$ cat config.mk
export PLATFORM = sky130hd
export DESIGN_NAME = lsu_bus_master
export DESIGN_NICKNAME = d
export VERILOG_FILES = /design/src/rtl/lsu_pkg.sv /design/src/rtl/lsu_load_align.sv /design/src/rtl/lsu_bus_master.sv
export SDC_FILE = /design/constraint.sdc
export NUM_CORES = 1
export LEC_CHECK = 0
export ABC_AREA = 1
export CAP_MARGIN = 40
export CORE_MARGIN = 3
export CORE_UTILIZATION = 53
export DETAILED_ROUTE_END_ITERATION = 10
export GPL_TIMING_DRIVEN = 0
export PLACE_DENSITY = 0.83
export SYNTH_ARGS = -nofsm -noshare
export SYNTH_HDL_FRONTEND = slang
export SYNTH_SLANG_ARGS = --single-unit
$ cat constraint.sdc
create_clock -name clk -period 12.3 [get_ports clk]
set_clock_uncertainty 0.1 [all_clocks]
set_input_delay 2.46 -clock clk [delete_from_list [all_inputs] [get_ports clk]]
set_output_delay 2.46 -clock clk [all_outputs]
set_load 0.02 [all_outputs]
$ cat src/rtl/lsu_pkg.sv
// Shared definitions for the load/store unit bus master.
// Contents: the pipeline access-mask encodings, the FSM state type, and helpers
// that give the byte-enable footprint of a mask and decide whether a mask is legal.
package lsu_pkg;

    localparam logic [2:0] MASK_B  = 3'b000;
    localparam logic [2:0] MASK_H  = 3'b001;
    localparam logic [2:0] MASK_W  = 3'b010;
    localparam logic [2:0] MASK_BU = 3'b100;
    localparam logic [2:0] MASK_HU = 3'b101;

    typedef enum logic [2:0] {
        IDLE  = 3'd0,
        REQ0  = 3'd1,
        WAIT0 = 3'd2,
        REQ1  = 3'd3,
        WAIT1 = 3'd4,
        RESP  = 3'd5
    } state_t;

    // Byte-enable footprint of an access at offset 0.
    function automatic logic [3:0] size_be(input logic [2:0] mask);
        logic [3:0] be;
        case (mask)
            MASK_B, MASK_BU: be = 4'b0001;
            MASK_H, MASK_HU: be = 4'b0011;
            MASK_W:          be = 4'b1111;
            default:         be = 4'b0000;
        endcase
        return be;
    endfunction

    // Unsigned variants exist only for loads; a store has nothing to extend.
    function automatic logic mask_legal(input logic [2:0] mask, input logic we);
        logic ok;
        case (mask)
            MASK_B, MASK_H, MASK_W: ok = 1'b1;
            MASK_BU, MASK_HU:       ok = ~we;
            default:                ok = 1'b0;
        endcase
        return ok;
    endfunction

endpackage

$ cat src/rtl/lsu_load_align.sv
// Load data alignment and extension (purely combinational).
// Ports:
//   rdata_pair - {rdata1[23:0], rdata0}: the two fetched words; the top byte of
//                rdata1 can never land in the result, so it is not carried here
//   off        - byte offset of the original access within the first word
//   mask       - pipeline access mask selecting width and sign/zero extension
//   ldata      - right-aligned, extended load data
module lsu_load_align
    import lsu_pkg::*;
(
    input  logic [55:0] rdata_pair,
    input  logic [1:0]  off,
    input  logic [2:0]  mask,
    output logic [31:0] ldata
);

    logic [31:0] raw_s;

    // Shift the word pair right by the byte offset.
    always_comb begin
        raw_s = rdata_pair[31:0];
        case (off)
            2'd0:    raw_s = rdata_pair[31:0];
            2'd1:    raw_s = rdata_pair[39:8];
            2'd2:    raw_s = rdata_pair[47:16];
            2'd3:    raw_s = rdata_pair[55:24];
            default: raw_s = rdata_pair[31:0];
        endcase
    end

    // Extend the selected byte/halfword according to the mask.
    always_comb begin
        ldata = 32'h0000_0000;
        case (mask)
            MASK_B:  ldata = {{24{raw_s[7]}}, raw_s[7:0]};
            MASK_H:  ldata = {{16{raw_s[15]}}, raw_s[15:0]};
            MASK_W:  ldata = raw_s;
            MASK_BU: ldata = {24'h00_0000, raw_s[7:0]};
            MASK_HU: ldata = {16'h0000, raw_s[15:0]};
            default: ldata = 32'h0000_0000;
        endcase
    end

endmodule

$ cat src/rtl/lsu_bus_master.sv
// Load/store unit bus master: turns a pipeline load/store into one or two
// word-aligned memory transactions with byte enables, reassembling and
// extending load data.
// Ports:
//   clk, rst                         - clock, asynchronous active-high reset
//   req_valid/req_ready              - pipeline request handshake
//   req_we/req_mask/req_addr/req_wdata - request fields, captured at acceptance
//   resp_valid/resp_rdata/resp_err   - one-cycle completion pulse and result
//   mem_req/mem_we/mem_addr/mem_be/mem_wdata - registered bus request, held until mem_gnt
//   mem_gnt                          - bus accepted the request this cycle
//   mem_rvalid/mem_rdata             - in-order response, at least one cycle after grant
module lsu_bus_master
    import lsu_pkg::*;
#(
    parameter int ADDR_W   = 32,
    parameter int SPLIT_EN = 1
) (
    input  logic              clk,
    input  logic              rst,
    input  logic              req_valid,
    output logic              req_ready,
    input  logic              req_we,
    input  logic [2:0]        req_mask,
    input  logic [ADDR_W-1:0] req_addr,
    input  logic [31:0]       req_wdata,
    output logic              resp_valid,
    output logic [31:0]       resp_rdata,
    output logic              resp_err,
    output logic              mem_req,
    output logic              mem_we,
    output logic [ADDR_W-1:0] mem_addr,
    output logic [3:0]        mem_be,
    output logic [31:0]       mem_wdata,
    input  logic              mem_gnt,
    input  logic              mem_rvalid,
    input  logic [31:0]       mem_rdata
);

    state_t            state_r, state_nxt_s;
    logic              req_ready_r, req_ready_nxt_s;
    logic              resp_valid_r, resp_valid_nxt_s;
    logic              resp_err_r, resp_err_nxt_s;
    logic [31:0]       resp_rdata_r, resp_rdata_nxt_s;
    logic              mem_req_r, mem_req_nxt_s;
    logic              mem_we_r, mem_we_nxt_s;
    logic [ADDR_W-1:0] mem_addr_r, mem_addr_nxt_s;
    logic [3:0]        mem_be_r, mem_be_nxt_s;
    logic [31:0]       mem_wdata_r, mem_wdata_nxt_s;
    // Captured request context
    logic              we_r, we_nxt_s;
    logic [2:0]        mask_r, mask_nxt_s;
    logic [1:0]        off_r, off_nxt_s;
    logic              split_r, split_nxt_s;
    logic [3:0]        be_hi_r, be_hi_nxt_s;
    logic [31:0]       wd_hi_r, wd_hi_nxt_s;
    logic [ADDR_W-1:0] addr1_r, addr1_nxt_s;
    logic [31:0]       rdata0_r, rdata0_nxt_s;

    logic [1:0]        off_in_s;
    logic [7:0]        be64_s;
    logic [31:0]       wmask_s;
    logic [63:0]       wd64_s;
    logic              cross_s;
    logic              err_s;
    logic [55:0]       pair_s;
    logic [31:0]       ldata_s;

    assign off_in_s = req_addr[1:0];
    assign be64_s   = {4'b0000, size_be(req_mask)} << off_in_s;
    assign wd64_s   = {32'h0000_0000, wmask_s} << {off_in_s, 3'b000};
    // An access "crosses" when its byte lanes spill into the next word.
    assign cross_s  = |be64_s[7:4];
    assign err_s    = ~mask_legal(req_mask, req_we) | (cross_s & (SPLIT_EN == 0));

    // Keep only the store bytes the mask asks for.
    always_comb begin
        wmask_s = req_wdata;
        case (req_mask[1:0])
            2'b00:   wmask_s = {24'h00_0000, req_wdata[7:0]};
            2'b01:   wmask_s = {16'h0000, req_wdata[15:0]};
            default: wmask_s = req_wdata;
        endcase
    end

    // In WAIT1 the second word is live on the bus; otherwise only the first matters.
    assign pair_s = (state_r == WAIT1) ? {mem_rdata[23:0], rdata0_r}
                                       : {24'h00_0000, mem_rdata};

    lsu_load_align u_align (
        .rdata_pair (pair_s),
        .off        (off_r),
        .mask       (mask_r),
        .ldata      (ldata_s)
    );

    // Next-state and next-output logic for the transaction FSM.
    always_comb begin
        state_nxt_s      = state_r;
        req_ready_nxt_s  = req_ready_r;
        resp_valid_nxt_s = 1'b0;
        resp_err_nxt_s   = resp_err_r;
        resp_rdata_nxt_s = resp_rdata_r;
        mem_req_nxt_s    = mem_req_r;
        mem_we_nxt_s     = mem_we_r;
        mem_addr_nxt_s   = mem_addr_r;
        mem_be_nxt_s     = mem_be_r;
        mem_wdata_nxt_s  = mem_wdata_r;
        we_nxt_s         = we_r;
        mask_nxt_s       = mask_r;
        off_nxt_s        = off_r;
        split_nxt_s      = split_r;
        be_hi_nxt_s      = be_hi_r;
        wd_hi_nxt_s      = wd_hi_r;
        addr1_nxt_s      = addr1_r;
        rdata0_nxt_s     = rdata0_r;

        case (state_r)
            IDLE: begin
                if (req_valid) begin
                    req_ready_nxt_s = 1'b0;
                    we_nxt_s        = req_we;
                    mask_nxt_s      = req_mask;
                    off_nxt_s       = off_in_s;
                    split_nxt_s     = cross_s;
                    be_hi_nxt_s     = be64_s[7:4];
                    wd_hi_nxt_s     = wd64_s[63:32];
                    addr1_nxt_s     = {req_addr[ADDR_W-1:2] + (ADDR_W-2)'(1'b1), 2'b00};
                    if (err_s) begin
                        state_nxt_s      = RESP;
                        resp_valid_nxt_s = 1'b1;
                        resp_err_nxt_s   = 1'b1;
                        resp_rdata_nxt_s = 32'h0000_0000;
                    end else begin
                        state_nxt_s     = REQ0;
                        mem_req_nxt_s   = 1'b1;
                        mem_we_nxt_s    = req_we;
                        mem_addr_nxt_s  = {req_addr[ADDR_W-1:2], 2'b00};
                        mem_be_nxt_s    = be64_s[3:0];
                        mem_wdata_nxt_s = wd64_s[31:0];
                    end
                end else begin
                    req_ready_nxt_s = 1'b1;
                end
            end
            REQ0: begin
                if (mem_gnt) begin
                    state_nxt_s   = WAIT0;
                    mem_req_nxt_s = 1'b0;
                end else begin
                    mem_req_nxt_s = 1'b1;
                end
            end
            WAIT0: begin
                if (mem_rvalid) begin
                    rdata0_nxt_s = mem_rdata;
                    if (split_r) begin
                        state_nxt_s     = REQ1;
                        mem_req_nxt_s   = 1'b1;
                        mem_addr_nxt_s  = addr1_r;
                        mem_be_nxt_s    = be_hi_r;
                        mem_wdata_nxt_s = wd_hi_r;
                    end else begin
                        state_nxt_s      = RESP;
                        resp_valid_nxt_s = 1'b1;
                        resp_err_nxt_s   = 1'b0;
                        resp_rdata_nxt_s = we_r ? 32'h0000_0000 : ldata_s;
                    end
                end else begin
                    state_nxt_s = WAIT0;
                end
            end
            REQ1: begin
                if (mem_gnt) begin
                    state_nxt_s   = WAIT1;
                    mem_req_nxt_s = 1'b0;
                end else begin
                    mem_req_nxt_s = 1'b1;
                end
            end
            WAIT1: begin
                if (mem_rvalid) begin
                    state_nxt_s      = RESP;
                    resp_valid_nxt_s = 1'b1;
                    resp_err_nxt_s   = 1'b0;
                    resp_rdata_nxt_s = we_r ? 32'h0000_0000 : ldata_s;
                end else begin
                    state_nxt_s = WAIT1;
                end
            end
            RESP: begin
                state_nxt_s      = IDLE;
                req_ready_nxt_s  = 1'b1;
                resp_err_nxt_s   = 1'b0;
                resp_rdata_nxt_s = 32'h0000_0000;
            end
            default: begin
                state_nxt_s      = IDLE;
                req_ready_nxt_s  = 1'b1;
                resp_err_nxt_s   = 1'b0;
                resp_rdata_nxt_s = 32'h0000_0000;
                mem_req_nxt_s    = 1'b0;
            end
        endcase
    end

    // State and registered-output flops; reset aborts any transaction at once.
    always_ff @(posedge clk or posedge rst) begin
        if (rst) begin
            state_r      <= IDLE;
            req_ready_r  <= 1'b1;
            resp_valid_r <= 1'b0;
            resp_err_r   <= 1'b0;
            resp_rdata_r <= 32'h0000_0000;
            mem_req_r    <= 1'b0;
            mem_we_r     <= 1'b0;
            mem_addr_r   <= {ADDR_W{1'b0}};
            mem_be_r     <= 4'b0000;
            mem_wdata_r  <= 32'h0000_0000;
            we_r         <= 1'b0;
            mask_r       <= 3'b000;
            off_r        <= 2'b00;
            split_r      <= 1'b0;
            be_hi_r      <= 4'b0000;
            wd_hi_r      <= 32'h0000_0000;
            addr1_r      <= {ADDR_W{1'b0}};
            rdata0_r     <= 32'h0000_0000;
        end else begin
            state_r      <= state_nxt_s;
            req_ready_r  <= req_ready_nxt_s;
            resp_valid_r <= resp_valid_nxt_s;
            resp_err_r   <= resp_err_nxt_s;
            resp_rdata_r <= resp_rdata_nxt_s;
            mem_req_r    <= mem_req_nxt_s;
            mem_we_r     <= mem_we_nxt_s;
            mem_addr_r   <= mem_addr_nxt_s;
            mem_be_r     <= mem_be_nxt_s;
            mem_wdata_r  <= mem_wdata_nxt_s;
            we_r         <= we_nxt_s;
            mask_r       <= mask_nxt_s;
            off_r        <= off_nxt_s;
            split_r      <= split_nxt_s;
            be_hi_r      <= be_hi_nxt_s;
            wd_hi_r      <= wd_hi_nxt_s;
            addr1_r      <= addr1_nxt_s;
            rdata0_r     <= rdata0_nxt_s;
        end
    end

    assign req_ready  = req_ready_r;
    assign resp_valid = resp_valid_r;
    assign resp_err   = resp_err_r;
    assign resp_rdata = resp_rdata_r;
    assign mem_req    = mem_req_r;
    assign mem_we     = mem_we_r;
    assign mem_addr   = mem_addr_r;
    assign mem_be     = mem_be_r;
    assign mem_wdata  = mem_wdata_r;

endmodule
==> flow_summary.yaml, run 1 <==
global_routing:
  gr-max-usage-layer: "met2"
  first_global_vias: 12178
  grt_start_max_net_pins: 104
  grt_antenna_before_repair: 2
  tot_gr_track_use_pct: 35.4
  use_met3_pct: 6.39
  grt.met1_usage_pct: 46.2
  wire_length_of_the_first_global_routing_pass_mm: 66.6
  grt_overflow_total: 0
  grt_util_met2_pct: 57.6
route:
  post_drt_via_cell_ratio: 5.76
  drc_errors: 0
  finalWirelength_mm: 42.4
  antenna_violation_net_count_after_detailed_routing: 0
  detailedRoute.firstIterationViolations: 1103
  drt_pass1_iterations: 6
  routed-via-count: 12254
  routed_wire_length_per_instance_microns: 20.0
floorplan:
  pin_count: 210
  floorplan.die.height_microns: 154
  die-width_microns: 154
  die-area_sq_mm: 0.0236
  rows: 53
  coreArea_sq_mm: 0.0212
  initial_utilization_pct: 54.4
synthesis:
  count_of_flip_flops_with_a_built_in_enable_after_synthesis: 0
  yosys_warns: 0
  post_synth_main_area_contributors: "sky130_fd_sc_hd__dfrtp_1 (44%), sky130_fd_sc_hd__nand2_1 (19%), sky130_fd_sc_hd__o21ai_0 (5.6%), sky130_fd_sc_hd__nor2_1 (5.2%), sky130_fd_sc_hd__nand3_1 (4.2%)"
  yosys.cell_count.top_type: "sky130_fd_sc_hd__nand2_1"
  synth.yosys.seq_area_share_pct: 43.8
  synth.cell_area_sq_mm: 0.0115
  synth_commonest_cells: "sky130_fd_sc_hd__nand2_1 (581), sky130_fd_sc_hd__dfrtp_1 (201), sky130_fd_sc_hd__nor2_1 (161)"
  share_of_yosys_cell_area_claimed_by_the_top_area_cell_type_pct: 43.6
  postSynth.asyncResetShare_pct: 100
  mapped_cells: 1604
  yosys_register_bits: 202
  synth-main-ff-cell: "sky130_fd_sc_hd__dfrtp_1"
  synthDominantAreaCellType: "sky130_fd_sc_hd__dfrtp_1"
  synth.lib_cells_used.distinct: 48
  synthesis.area_per_instance_sq_um: 7.19
critical_path:
  reg2reg_slack_ns: 9.84
  criticalPathCategory: "input port to flip-flop"
  worst_setup_path_startpoint: "req_addr[0]"
  critical_path_peak_fanout: 10
  timing.reg2reg.worst_path_depth: 10
  critical_path_arrival_ns: 4.71
  worst_setup_path_start_kind: "input port"
  timing.critical_path.to_type: "flip-flop"
  cp.required_ns: 12.59
  rr_startpoint: "off_r[0]"
  timing.rr.end: "resp_rdata[11]"
cts:
  clock_tree.buffer_depth: 3
  cts_tree: "built"
  tritoncts_num_sinks: 202
  inserted_clock_buffers: 23
  cts.reportedPaths.clkPinSlew_ns: 0.07
  post_cts_hold_buffer_count: 0
  cts_post_setup_buffers_inserted: 0
  insertion_delay_ns: 0.51
  cts_root_buf: "sky130_fd_sc_hd__clkbuf_16"
  h-tree-depth: 1
  cts_repair_resize_count: 0
power_and_ir_drop:
  power.density_mw_per_mm2: 249
  switching_share_pct: 44.6
  power_leakage_uw: 0.00719
  ir_drop_mv: 0.161
  p_sw_uw: 1630
  power_frac_clock_pct: 18.6
  power_frac_comb_pct: 50.6
  power_frac_seq_pct: 30.8
  total_power_uw: 3660
  p_int_uw: 2030
sta:
  layout_min_cycle_time_ns: 4.41
  slew_violations: 0
  relSlewSlack_pct: 48.0
  maxClockFrequency_ghz: 0.227
  post-route-period-util_pct: 35.9
  hold_viol_final: 0
  finalSetupViolations: 0
  totalNegativeSetupSlack_ns: 0
  grt_setup_unrepaired: "no"
  worst_pin_slew_ns: 0.775
layout:
  post_route_cells_drive_above_1_share_pct: 7.89
  post_layout_nonfiller_instances: 2127
  fillCellCount: 1772
  area.growth.synth_to_final_pct: 27.4
  nets: 1942
placed_design:
  cell_total_after_placement: 2086
  routabilityCongestion: 1.00
  detailedPlacementHpwl_mm: 31.3
  port-buffer-count: 205
hold_path:
  holdPathStages: 2
  hold_class: "flip-flop to flip-flop"
  min_to: "rdata0_r[30]"
  hold_path_startpoint: "rdata0_r[30]"
outcome:
  outcome: "finished, final reports clean"
run:
  number_of_max_capacitance_violations_reported: 0
-- critical path: stages --
cell and delay (ns):
sky130_fd_sc_hd__clkdlybuf4s50_1 0.53, sky130_fd_sc_hd__inv_1 0.13, sky130_fd_sc_hd__clkbuf_1 0.34, sky130_fd_sc_hd__clkbuf_1 0.46, sky130_fd_sc_hd__nor2_1 0.10, sky130_fd_sc_hd__a31oi_1 0.35
sky130_fd_sc_hd__o22ai_1 0.19, sky130_fd_sc_hd__nand2_1 0.10, sky130_fd_sc_hd__nand2_1 0.05
-- cell families (layout without fill, tap and decap cells) --
group	count (synthesis)	after routing	share of synthesized area, %
and+or+nand+nor	890	890	31.5
AOI/OAI and AO/OA	288	288	15.0
buffers and inverters	206	451	8.37
DFF	202	202	43.8
xor gates and xnor gates	16	16	1.21
adders and majority gates	1	1	0.108
other	1	4	0.0325
-- power groups by stage --
stage	logic, uW	clock network [uW]	registers, uW
after floorplan	949	0	1260
after global placement	1790	0	1120
after detailed placement	1830	0	1120
after CTS	1840	679	1120
after global routing	2020	705	1160
final	1850	679	1130
-- sequential cells by signal, indices dropped and copies added, names as in the netlist, 2 cells and up --
| name | cells |
|---|---|
| off_r | 2 |
| wd_hi_r | 24 |
| resp_rdata | 32 |
| mem_be | 4 |
| rdata0_r | 32 |
| addr1_r | 30 |
| mask_r | 3 |
| be_hi_r | 3 |
| state_r | 3 |
| mem_wdata | 32 |
| mem_addr | 30 |
-- worst max-delay path by stage --
stage               cells past startpoint  slack, ns       endpoint
finish                                  9       7.89  mem_wdata[25]
CTS                                     9       7.98  mem_wdata[25]
detailed placement                      9       7.45  mem_wdata[25]
global placement                        2       1.51   mem_addr[19]
global route                            9       7.73  mem_wdata[25]
floorplan                               1       4.23    addr1_r[10]
-- layer usage --
metal | share of wire [%] | vias up
met1 | 39 | 5769
met5 | 0.064 | -
met4 | 5.2 | 4
met3 | 9.3 | 124
met2 | 46 | 721
li1 | - | 5636
-- cell usage in the layout, fill, tap and decap left out, types with 3 or more instances in the layout --
master / Yosys / final
sky130_fd_sc_hd__o21ai_0: 129 / 129
sky130_fd_sc_hd__a31oi_1: 12 / 12
sky130_fd_sc_hd__xor2_1: 12 / 12
sky130_fd_sc_hd__nor2_2: 6 / 6
sky130_fd_sc_hd__a21oi_1: 31 / 31
sky130_fd_sc_hd__nor2_4: 3 / 3
sky130_fd_sc_hd__nand2_1: 581 / 581
sky130_fd_sc_hd__o22ai_1: 10 / 10
sky130_fd_sc_hd__o31ai_2: 23 / 23
sky130_fd_sc_hd__nand2_2: 6 / 6
sky130_fd_sc_hd__inv_1: 109 / 108
sky130_fd_sc_hd__xnor2_1: 4 / 4
sky130_fd_sc_hd__dfrtp_1: 201 / 201
sky130_fd_sc_hd__o21ai_1: 53 / 53
sky130_fd_sc_hd__o211ai_1: 4 / 4
sky130_fd_sc_hd__inv_2: 3 / 3
sky130_fd_sc_hd__o21bai_1: 4 / 4
sky130_fd_sc_hd__nand3b_1: 5 / 5
sky130_fd_sc_hd__nor3_1: 10 / 10
sky130_fd_sc_hd__buf_6: 14 / 14
sky130_fd_sc_hd__nand4_1: 11 / 11
sky130_fd_sc_hd__clkdlybuf4s50_1: 0 / 205
sky130_fd_sc_hd__buf_2: 33 / 33
sky130_fd_sc_hd__clkbuf_16: 0 / 23
sky130_fd_sc_hd__clkinv_2: 0 / 3
sky130_fd_sc_hd__clkbuf_1: 31 / 38
sky130_fd_sc_hd__nor2_1: 161 / 161
sky130_fd_sc_hd__buf_4: 12 / 12
sky130_fd_sc_hd__nand3_1: 97 / 97
sky130_fd_sc_hd__o31ai_1: 12 / 12
-- area by class of cell --
cell class / count / area, sq um / share of cell area, %
clock inverter: 7 / 90.1 / 0.613
buffer: 93 / 542 / 3.69
clock buffer: 32 / 629 / 4.28
antenna: 2 / 5.00 / 0.0341
tap: 275 / 344 / 2.34
inverter: 113 / 432 / 2.94
multi-input combinational: 1197 / 5520 / 37.6
timing repair buffer: 206 / 2080 / 14.1
sequential: 202 / 5060 / 34.4
-- through the flow --
step                      setup slack, ns  cell area, sq um  hold WS [ns]  utilization (%)
after CTS                            7.98             14700         0.378             69.2
after floorplan                      4.23             11500         0.342                -
after detailed placement             7.45             14000         0.363             65.8
after global routing                 7.73             14700         0.401             69.2
final                                7.89             14700         0.375             69.3
after global placement               1.51             13900         0.355             65.7
No activity file was read; power rests on OpenSTA's default activity.
==> run 2, diff against run 1 <==
Clock period 12.3 ns to 4.6 ns, I/O delays scaled along.
==> run 2 against run 1 <==
Against the previous run: sequential cell count did not move; clock power rose to 2.8 times the previous value; critical path type unchanged; first-iteration DRC count rose by 0.91%; critical endpoint unchanged; sequential power rose to 2.7 times the previous value; register-to-register slack got worse by 7.5 ns; highest routed layer unchanged; hold slack improved by 0.0014 ns; die area did not move.
==> flow_summary.yaml, run 2 (synthesis results as in run 1) <==
critical_path:
  criticalPathCategory: "input port to flip-flop"
  critical_path_peak_fanout: 10
  timing.rr.end: "resp_rdata[11]"
  timing.reg2reg.worst_path_depth: 10
  cp.required_ns: 4.90
  critical_path_arrival_ns: 3.13
  timing.critical_path.to_type: "flip-flop"
  worst_setup_path_start_kind: "input port"
  reg2reg_slack_ns: 2.30
  rr_startpoint: "off_r[0]"
run:
  number_of_max_capacitance_violations_reported: 0
global_routing:
  wire_length_of_the_first_global_routing_pass_mm: 64.7
  first_global_vias: 12097
  grt_overflow_total: 0
  grt_antenna_before_repair: 4
  tot_gr_track_use_pct: 33.9
  grt_start_max_net_pins: 39
layout:
  area.growth.synth_to_final_pct: 28.4
  most_common_cell_after_layout_fill_and_taps_aside: "sky130_fd_sc_hd__nand2_1"
  most_frequent_cells_in_the_layout: "sky130_fd_sc_hd__nand2_1 (581), sky130_fd_sc_hd__clkdlybuf4s50_1 (205), sky130_fd_sc_hd__dfrtp_1 (201)"
  stdcell_area_sq_mm: 0.0148
  post_route_cells_drive_above_1_share_pct: 8.45
  nets: 1947
  antenna_cells: 0
  post_layout_nonfiller_instances: 2133
hold_path:
  min_to: "rdata0_r[30]"
  holdPathStages: 2
  hold_path_startpoint: "rdata0_r[30]"
  hold_class: "flip-flop to flip-flop"
cts:
  inserted_clock_buffers: 23
  tritoncts_num_sinks: 202
  clock_tree.buffer_depth: 3
  cts.reportedPaths.clkPinSlew_ns: 0.06
  cts_repair_resize_count: 0
  cts_post_setup_buffers_inserted: 0
  post_cts_hold_buffer_count: 0
  cts_tree: "built"
  insertion_delay_ns: 0.53
  h-tree-depth: 1
  cts_root_buf: "sky130_fd_sc_hd__clkbuf_16"
route:
  antenna_violation_net_count_after_detailed_routing: 0
  routed_wire_length_per_instance_microns: 18.9
  post_drt_via_cell_ratio: 5.69
  detailedRoute.firstIterationViolations: 1113
  drc_errors: 0
  drt_pass1_iterations: 5
  routed-via-count: 12144
  finalWirelength_mm: 40.4
sta:
  post-route-period-util_pct: 61.4
  layout_min_cycle_time_ns: 2.82
  hold_viol_final: 0
  worst_pin_slew_ns: 0.777
  slew_violations: 0
  totalNegativeSetupSlack_ns: 0
  grt_setup_unrepaired: "no"
  finalSetupViolations: 0
  relSlewSlack_pct: 47.9
  maxClockFrequency_ghz: 0.354
power_and_ir_drop:
  power_frac_clock_pct: 19.2
  power.density_mw_per_mm2: 660
  ir_drop_mv: 0.406
  power_leakage_uw: 0.00725
  p_int_uw: 5460
  switching_share_pct: 44.2
  power_frac_comb_pct: 50.0
  power_frac_seq_pct: 30.8
  p_sw_uw: 4320
outcome:
  outcome: "finished, final reports clean"
placed_design:
  port-buffer-count: 205
  cell_total_after_placement: 2091
  routabilityCongestion: 1.01
  dpl-instance-area_sq_mm: 0.0141
  detailedPlacementHpwl_mm: 30.7
floorplan:
  die-width_microns: 154
  initial_utilization_pct: 54.4
  coreArea_sq_mm: 0.0212
  pin_count: 210
  floorplan.die.height_microns: 154
  die-area_sq_mm: 0.0236
  rows: 53
## run 2: critical path: stages
cell,delay [ns]
sky130_fd_sc_hd__clkdlybuf4s50_1,0.52
sky130_fd_sc_hd__inv_1,0.13
sky130_fd_sc_hd__clkbuf_1,0.32
sky130_fd_sc_hd__clkbuf_1,0.46
sky130_fd_sc_hd__nor2_1,0.10
sky130_fd_sc_hd__a31oi_1,0.35
sky130_fd_sc_hd__o22ai_1,0.15
sky130_fd_sc_hd__nand2_1,0.11
sky130_fd_sc_hd__nand2_1,0.06
## run 2: final cells by class
class	count	area [sq um]
clock inverters	15	165
flip-flops and latches	202	5060
fillers	1821	6400
plain buffers	93	542
well taps	275	344
repair buffers	211	2170
multi-input cells	1197	5520
inverters	113	428
clock buffers	27	591
## run 2: worst max-delay path by stage
stage	startpoint	to	depth (start not counted)
2_1_floorplan	rst	addr1_r[10]	1
3_3_place_gp	rst	resp_rdata[17]	2
3_5_place_dp	req_addr[0]	mem_wdata[25]	9
4_1_cts	req_ready	req_ready	1
5_1_grt	req_addr[0]	mem_wdata[25]	9
6_report	req_addr[0]	mem_wdata[25]	9
## run 2: layer usage
metal,global-route usage (%),vias up,share of wire (%)
met5,0,-,0.13
met3,5.52,140,8.7
met4,17.9,8,6.0
met2,53.3,660,45
met1,45.3,5689,40
li1,-,5647,-
## run 2: power by group through the flow
stage	Combinational, uW	Clock (uW)	Sequential [uW]
6_report	4890	1870	3010
4_1_cts	4860	1880	3000
3_3_place_gp	4700	0	2990
3_5_place_dp	4820	0	3010
5_1_grt	5320	1960	3090
2_1_floorplan	2540	0	3370
## run 2: stage by stage
| stage | total power, uW | setup slack, ns | utilization, % | hold WS, ns |
|---|---|---|---|---|
| final | 9770 | 1.78 | 69.8 | 0.377 |
| after global routing | 10400 | 1.70 | 69.8 | 0.393 |
| after CTS | 9740 | 1.87 | 69.8 | 0.374 |
| after detailed placement | 7830 | 1.36 | 66.3 | 0.360 |
| after global placement | 7700 | -0.645 | 65.7 | 0.355 |
| after floorplan | 5900 | 0.965 | - | 0.342 |
